$ cat src/rtl/pipe_trace_pkg.sv
// Shared entry type and helpers for the pipeline trace tracker.
// Entry fields are sized for the widest legal configuration; the top zero-extends and truncates.
package pipe_trace_pkg;

    localparam int TE_PC_MAX    = 32;
    localparam int TE_CYC_MAX   = 64;
    localparam int TE_STALL_MAX = 16;

    typedef struct packed {
        logic                    valid;
        logic [TE_PC_MAX-1:0]    pc;
        logic [TE_CYC_MAX-1:0]   fetch_cyc;
        logic [TE_STALL_MAX-1:0] stall_cnt;
    } trace_entry_t;

    function automatic logic [3:0] popcount8(input logic [7:0] v);
        logic [3:0] c;
        c = '0;
        for (int i = 0; i < 8; i++) begin
            c = c + 4'(v[i]);
        end
        return c;
    endfunction

    // Saturates at 2^w-1 so narrow stall counters behave as if they were w bits wide.
    function automatic logic [TE_STALL_MAX-1:0] sat_inc(input logic [TE_STALL_MAX-1:0] v,
                                                       input int unsigned w);
        logic [TE_STALL_MAX-1:0] lim;
        lim = TE_STALL_MAX'((32'd1 << w) - 32'd1);
        return (v >= lim) ? v : v + TE_STALL_MAX'(1);
    endfunction

endpackage

$ cat src/rtl/pipe_trace_stage.sv
// One tracked pipeline stage: holds, squashes, takes a bubble or loads its upstream entry.
module pipe_trace_stage
    import pipe_trace_pkg::*;
#(
    parameter int STALL_W = 8
) (
    input  logic         clk,
    input  logic         rst,
    input  logic         i_hold,
    input  logic         i_squash,
    input  logic         i_load_bubble,
    input  trace_entry_t i_entry,
    output trace_entry_t o_entry
);

    trace_entry_t r_entry;

    // i_squash only matters while holding; a moving squashed entry is masked upstream.
    always_ff @(posedge clk) begin
        if (rst) begin
            r_entry <= '0;
        end else if (i_load_bubble) begin
            r_entry <= '0;
        end else if (i_hold) begin
            if (i_squash) begin
                r_entry <= '0;
            end else if (r_entry.valid) begin
                r_entry.stall_cnt <= sat_inc(r_entry.stall_cnt, STALL_W);
            end
        end else begin
            r_entry <= i_entry;
        end
    end

    assign o_entry = r_entry;

endmodule

$ cat src/rtl/pipeline_trace_tracker.sv
// Instruction-lifetime tracker: shadows pipeline stages under stall/flush and
// emits a registered record for every retired instruction plus running totals.
module pipeline_trace_tracker
    import pipe_trace_pkg::*;
#(
    parameter int NUM_STAGES  = 5,
    parameter int STALL_DEPTH = 2,
    parameter int FLUSH_DEPTH = 1,
    parameter int PC_W        = 16,
    parameter int CYC_W       = 32,
    parameter int STALL_W     = 8
) (
    input  logic                            clk,
    input  logic                            rst,
    input  logic                            fetch_valid,
    input  logic [PC_W-1:0]                 fetch_pc,
    input  logic                            stall,
    input  logic                            flush,
    output logic                            fetch_ready,
    output logic                            retire_valid,
    output logic [PC_W-1:0]                 retire_pc,
    output logic [CYC_W-1:0]                retire_fetch_cyc,
    output logic [CYC_W-1:0]                retire_cyc,
    output logic [STALL_W-1:0]              retire_stall_cnt,
    output logic [$clog2(NUM_STAGES+1)-1:0] occupancy,
    output logic [CYC_W-1:0]                retired_total,
    output logic [CYC_W-1:0]                squashed_total,
    output logic [CYC_W-1:0]                cyc_cnt
);

    localparam int OCC_W = $clog2(NUM_STAGES + 1);
    localparam int LAST  = NUM_STAGES - 1;

    if (NUM_STAGES < 2 || NUM_STAGES > 8) begin : g_bad_num_stages
        $error("NUM_STAGES must be in 2..8");
    end
    if (STALL_DEPTH < 1 || STALL_DEPTH > NUM_STAGES - 1) begin : g_bad_stall_depth
        $error("STALL_DEPTH must be in 1..NUM_STAGES-1");
    end
    if (FLUSH_DEPTH < 1 || FLUSH_DEPTH > NUM_STAGES - 1) begin : g_bad_flush_depth
        $error("FLUSH_DEPTH must be in 1..NUM_STAGES-1");
    end
    if (PC_W < 1 || PC_W > TE_PC_MAX || CYC_W < 1 || CYC_W > TE_CYC_MAX ||
        STALL_W < 1 || STALL_W > TE_STALL_MAX) begin : g_bad_widths
        $error("PC_W, CYC_W or STALL_W outside supported range");
    end

    logic [CYC_W-1:0]      r_cyc_cnt;
    logic                  r_retire_valid;
    logic [PC_W-1:0]       r_retire_pc;
    logic [CYC_W-1:0]      r_retire_fetch_cyc;
    logic [CYC_W-1:0]      r_retire_cyc;
    logic [STALL_W-1:0]    r_retire_stall_cnt;
    logic [CYC_W-1:0]      r_retired_total;
    logic [CYC_W-1:0]      r_squashed_total;

    trace_entry_t          w_stage_q [NUM_STAGES];
    trace_entry_t          w_in      [NUM_STAGES];
    trace_entry_t          w_fetch_entry;
    logic [NUM_STAGES-1:0] w_hold;
    logic [NUM_STAGES-1:0] w_squash;
    logic [NUM_STAGES-1:0] w_bubble;
    logic [7:0]            w_valid_q;
    logic [7:0]            w_kill;

    always_comb begin
        w_fetch_entry           = '0;
        w_fetch_entry.valid     = fetch_valid && !stall;
        w_fetch_entry.pc        = TE_PC_MAX'(fetch_pc);
        w_fetch_entry.fetch_cyc = TE_CYC_MAX'(r_cyc_cnt);
    end

    // Per-stage controls; an entry killed by flush never propagates to the next stage.
    always_comb begin
        w_hold    = '0;
        w_squash  = '0;
        w_bubble  = '0;
        w_valid_q = '0;
        w_kill    = '0;
        w_in[0]   = w_fetch_entry;
        for (int s = 0; s < NUM_STAGES; s++) begin
            w_hold[s]    = stall && (s < STALL_DEPTH);
            w_squash[s]  = flush && (s < FLUSH_DEPTH);
            w_bubble[s]  = stall && (s == STALL_DEPTH);
            w_valid_q[s] = w_stage_q[s].valid;
            w_kill[s]    = w_stage_q[s].valid && w_squash[s];
        end
        for (int s = 1; s < NUM_STAGES; s++) begin
            w_in[s]       = w_stage_q[s-1];
            w_in[s].valid = w_stage_q[s-1].valid && !w_squash[s-1];
        end
    end

    for (genvar s = 0; s < NUM_STAGES; s++) begin : g_stage
        pipe_trace_stage #(
            .STALL_W (STALL_W)
        ) u_stage (
            .clk           (clk),
            .rst           (rst),
            .i_hold        (w_hold[s]),
            .i_squash      (w_squash[s]),
            .i_load_bubble (w_bubble[s]),
            .i_entry       (w_in[s]),
            .o_entry       (w_stage_q[s])
        );
    end

    always_ff @(posedge clk) begin
        if (rst) begin
            r_cyc_cnt          <= '0;
            r_retire_valid     <= 1'b0;
            r_retire_pc        <= '0;
            r_retire_fetch_cyc <= '0;
            r_retire_cyc       <= '0;
            r_retire_stall_cnt <= '0;
            r_retired_total    <= '0;
            r_squashed_total   <= '0;
        end else begin
            r_cyc_cnt        <= r_cyc_cnt + CYC_W'(1);
            r_squashed_total <= r_squashed_total + CYC_W'(popcount8(w_kill));
            r_retire_valid   <= w_stage_q[LAST].valid;
            if (w_stage_q[LAST].valid) begin
                r_retire_pc        <= w_stage_q[LAST].pc[PC_W-1:0];
                r_retire_fetch_cyc <= w_stage_q[LAST].fetch_cyc[CYC_W-1:0];
                r_retire_cyc       <= r_cyc_cnt;
                r_retire_stall_cnt <= w_stage_q[LAST].stall_cnt[STALL_W-1:0];
                r_retired_total    <= r_retired_total + CYC_W'(1);
            end
        end
    end

    assign fetch_ready      = !stall;
    assign retire_valid     = r_retire_valid;
    assign retire_pc        = r_retire_pc;
    assign retire_fetch_cyc = r_retire_fetch_cyc;
    assign retire_cyc       = r_retire_cyc;
    assign retire_stall_cnt = r_retire_stall_cnt;
    assign occupancy        = OCC_W'(popcount8(w_valid_q));
    assign retired_total    = r_retired_total;
    assign squashed_total   = r_squashed_total;
    assign cyc_cnt          = r_cyc_cnt;

endmodule
$ cat config.mk
export PLATFORM = sky130hd
export DESIGN_NAME = pipeline_trace_tracker
export DESIGN_NICKNAME = d
export VERILOG_FILES = /design/src/rtl/pipe_trace_pkg.sv /design/src/rtl/pipe_trace_stage.sv /design/src/rtl/pipeline_trace_tracker.sv
export SDC_FILE = /design/constraint.sdc
export NUM_CORES = 1
export LEC_CHECK = 0
export BUFFER_PORTS_ARGS = -buffer_cell sky130_fd_sc_hd__buf_2
export CAP_MARGIN = 25
export CORE_MARGIN = 5
export CORE_UTILIZATION = 45
export CTS_BUF_LIST = sky130_fd_sc_hd__clkbuf_4 sky130_fd_sc_hd__clkbuf_8
export DETAILED_ROUTE_END_ITERATION = 8
export PLACE_DENSITY_LB_ADDON = 0.25
export REMOVE_ABC_BUFFERS = 1
export SLEW_MARGIN = 20
export SYNTH_ARGS = -nofsm -noshare
export SYNTH_HDL_FRONTEND = slang
export SYNTH_SLANG_ARGS = --single-unit
$ cat constraint.sdc
create_clock -name clk -period 4.3 [get_ports clk]
set_input_delay 0 -clock clk [delete_from_list [all_inputs] [get_ports clk]]
set_output_delay 0 -clock clk [all_outputs]
set_load 0.05 [all_outputs]
==> flow_metrics.env <==
export IMPL_outcome="complete, no violations"
export IMPL_antennaDiodeCount=0
export IMPL_synthesis_area_mm2=0.0167
export IMPL_ir_worst_vdd_mv=0.250
export IMPL_grt_overflow=0
export IMPL_synth_top_area_share=0.582
export IMPL_cts_inserted_buffers=81
export IMPL_grt_max_degree=224
export IMPL_global_router_s_overall_resource_usage=0.174
export IMPL_slew_viol_final=0
export IMPL_chipWidth_um=203
export IMPL_placed_cells_incl_taps=2198
export IMPL_timing_setup_tns_ps=0
export IMPL_dominantRegCellSynth="sky130_fd_sc_hd__dfxtp_1"
export IMPL_h_tree_depth=3
export IMPL_gp_congestion=0.815
export IMPL_fillCellCount=3323
export IMPL_critical_path_class="reg2reg"
export IMPL_cts_reportedPaths_clkPinSlew_ps=60
export IMPL_boundaryPins=210
export IMPL_required_arrival_time_at_the_worst_endpoint_ps=4810
export IMPL_antenna_violations_before_repair=1
export IMPL_post_cts_setup_buffer_count=0
export IMPL_syn2layout_area_growth_pct=19.5
export IMPL_synth_ff_latch_count=486
export IMPL_slew_limit_headroom=0.321
export IMPL_hold_path_class="in2reg"
export IMPL_routed_vias=12089
export IMPL_layout_drive_gt1_share=0.196
export IMPL_timing_final_setup_violations=0
export IMPL_final_cells=2358
export IMPL_floorplan_die_height_um=203
export IMPL_register_area_mm2=0.00973
export IMPL_tightestPinTransition_ps=1020
export IMPL_max_freq_mhz=354
export IMPL_floorplan_initialDensity=0.457
export IMPL_design_die_area_mm2=0.0411
export IMPL_seq_area_frac_synth=0.582
export IMPL_critical_path_peak_fanout=14
export IMPL_yosysMostFrequentCell="sky130_fd_sc_hd__dfxtp_1"
export IMPL_cts_root_buf="sky130_fd_sc_hd__clkbuf_8"
export IMPL_hpwl_um=22600
export IMPL_timing_critical_path_to_type="flip-flop"
export IMPL_cellLeakagePower_nw=7.97
export IMPL_multi_input_comb_area_mm2=0.00656
export IMPL_insertion_delay_ps=590
export IMPL_count_of_distinct_cell_types_in_the_synthesized_netlist=44
export IMPL_detail_route_iter0_violations=572
export IMPL_synth_edff_count=0
export IMPL_grt_first_pass_wirelength_um=60000
export IMPL_power_per_cell_area_mw_per_mm2=442
export IMPL_fin_util=0.546
export IMPL_maxCapViolCount=0
export IMPL_cp_arrival_ps=3330
export IMPL_number_of_nets_still_failing_antenna_checks_after_routing=0
export IMPL_num_rows=70
export IMPL_synth_yosys_warnings=0
export IMPL_cts_tree="built"
export IMPL_per_instance_average_area_after_synthesis_um2=10.4
export IMPL_placement_io_buffers=209
export IMPL_final_hold_worst_slack_ps=168
export IMPL_setup_repair_after_global_routing_missed_its_margin="no"
export IMPL_final_nets=1864
export IMPL_skew_ps=17.4
export IMPL_synth_cells=1613
export IMPL_netlist_top_cell_by_area="sky130_fd_sc_hd__dfxtp_1"
export IMPL_via_per_inst=5.13
export IMPL_finalWirelength_um=36400
export IMPL_netlist_top_cells_count="sky130_fd_sc_hd__dfxtp_1, sky130_fd_sc_hd__nor2_1, sky130_fd_sc_hd__mux2i_1"
export IMPL_top_area_cells_in_the_synthesized_netlist="sky130_fd_sc_hd__dfxtp_1, sky130_fd_sc_hd__mux2i_1, sky130_fd_sc_hd__nor2_1"
export IMPL_drt_drc_violations_left=0
export IMPL_start_kind="flip-flop"
export IMPL_first_global_vias=11646
export IMPL_cts_path_max_buffers=3
export IMPL_drt_pre_antenna_iters=4
export IMPL_tritoncts_num_sinks=486
export IMPL_finalCritPeriodShare=0.657
export IMPL_final_min_clock_period_ps=2820
export IMPL_hold_viol_final=0
export IMPL_postSynth_asyncResetShare=0
export IMPL_core_area_mm2=0.0366
export IMPL_post_drt_wl_per_cell_um=15.4
layer usage:
metal / track usage / routed length [µm] / vias to the layer above
li1: - / - / 6033
met1: 0.232 / 17100 / 5724
met2: 0.273 / 16300 / 268
met3: 0.0506 / 2180 / 64
met4: 0.0563 / 823 / 0
met5: 0 / 0 / -
final cells by class:
class / instances / share of cell area
sequential: 486 / 0.487
multi-input combinational: 1009 / 0.328
clock buffer: 127 / 0.0787
timing repair buffer: 239 / 0.0690
tap: 468 / 0.0293
clock inverter: 12 / 0.00476
inverter: 17 / 0.00319
critical path, cell delays in order, from the launching register on:
cell	delay (ps)
sky130_fd_sc_hd__dfxtp_1	430
sky130_fd_sc_hd__and2_1	230
sky130_fd_sc_hd__ha_1	270
sky130_fd_sc_hd__ha_1	200
sky130_fd_sc_hd__and3_1	350
sky130_fd_sc_hd__nand4_1	470
sky130_fd_sc_hd__or4_1	630
sky130_fd_sc_hd__a21oi_1	170
cell families after synthesis:
kind of cell,after synthesis,synth area share
xor+xnor,36,0.0189
simple gates,628,0.202
fa+ha+maj,9,0.00763
flops,486,0.582
compound gates,189,0.0755
mux,147,0.0881
buf+inv,118,0.0266
per-stage QoR:
stage | setup slack (ps) | area, µm² | power [mW]
4_1_cts | 1500 | 20000 | 8.98
2_1_floorplan | -1310 | 16300 | 4.71
3_3_place_gp | 1600 | 18100 | 4.83
5_1_grt | 1220 | 20000 | 9.23
6_report | 1480 | 20000 | 8.83
3_5_place_dp | 1520 | 18100 | 4.83
path summary, 6_finish.rpt:
check	start	end	slack, ps	cells past startpoint
max	g_stage[0].u_stage.o_entry[112]	squashed_total[30]	1480	7
min	fetch_pc[11]	g_stage[0].u_stage.o_entry[91]	170	3
max reg2reg	g_stage[0].u_stage.o_entry[112]	squashed_total[30]	1480	7
min reg2reg	g_stage[3].u_stage.o_entry[3]	g_stage[4].u_stage.o_entry[3]	420	1
report_power, final:
group,total (mW),switching (mW),internal [mW]
logic,0.204,0.138,0.0653
registers,4.55,0.0177,4.53
clock network,4.08,1.71,2.37
cells in the final DEF (no fill, tap or decap), drive strengths merged, types with 3 or more instances in the layout:
cell type and n:
nand3 38, and2 70, or3 29, nor2b 120, nand4 32, dlygate4sd3 20
dfxtp 486, and4 11, and3 11, clkinvlp 4, or4 46, ha 7
a21oi 63, or2 5, nor4 11, nand2 40, nor3 9, o41ai 3
clkinv 7, xnor2 18, buf 219, a311oi 4, a22o 49, inv 17
nor2 200, xor2 18, o21ai 29, clkbuf 127, mux2i 146, o31ai 34
sequential cells by signal, summed over array words and instances (netlist names):
name,cells
retire_fetch_cyc,32
squashed_total,32
retired_total,32
g_stage.u_stage.o_entry,301
retire_valid,1
cyc_cnt,32
retire_cyc,32
retire_pc,16
retire_stall_cnt,8
repair_timing:
action	4_1_cts	5_1_grt
hold endpoints to repair	100	0
hold buffers	20	0
gates resized for setup	0	0
Power figures use the tool's default switching activity.
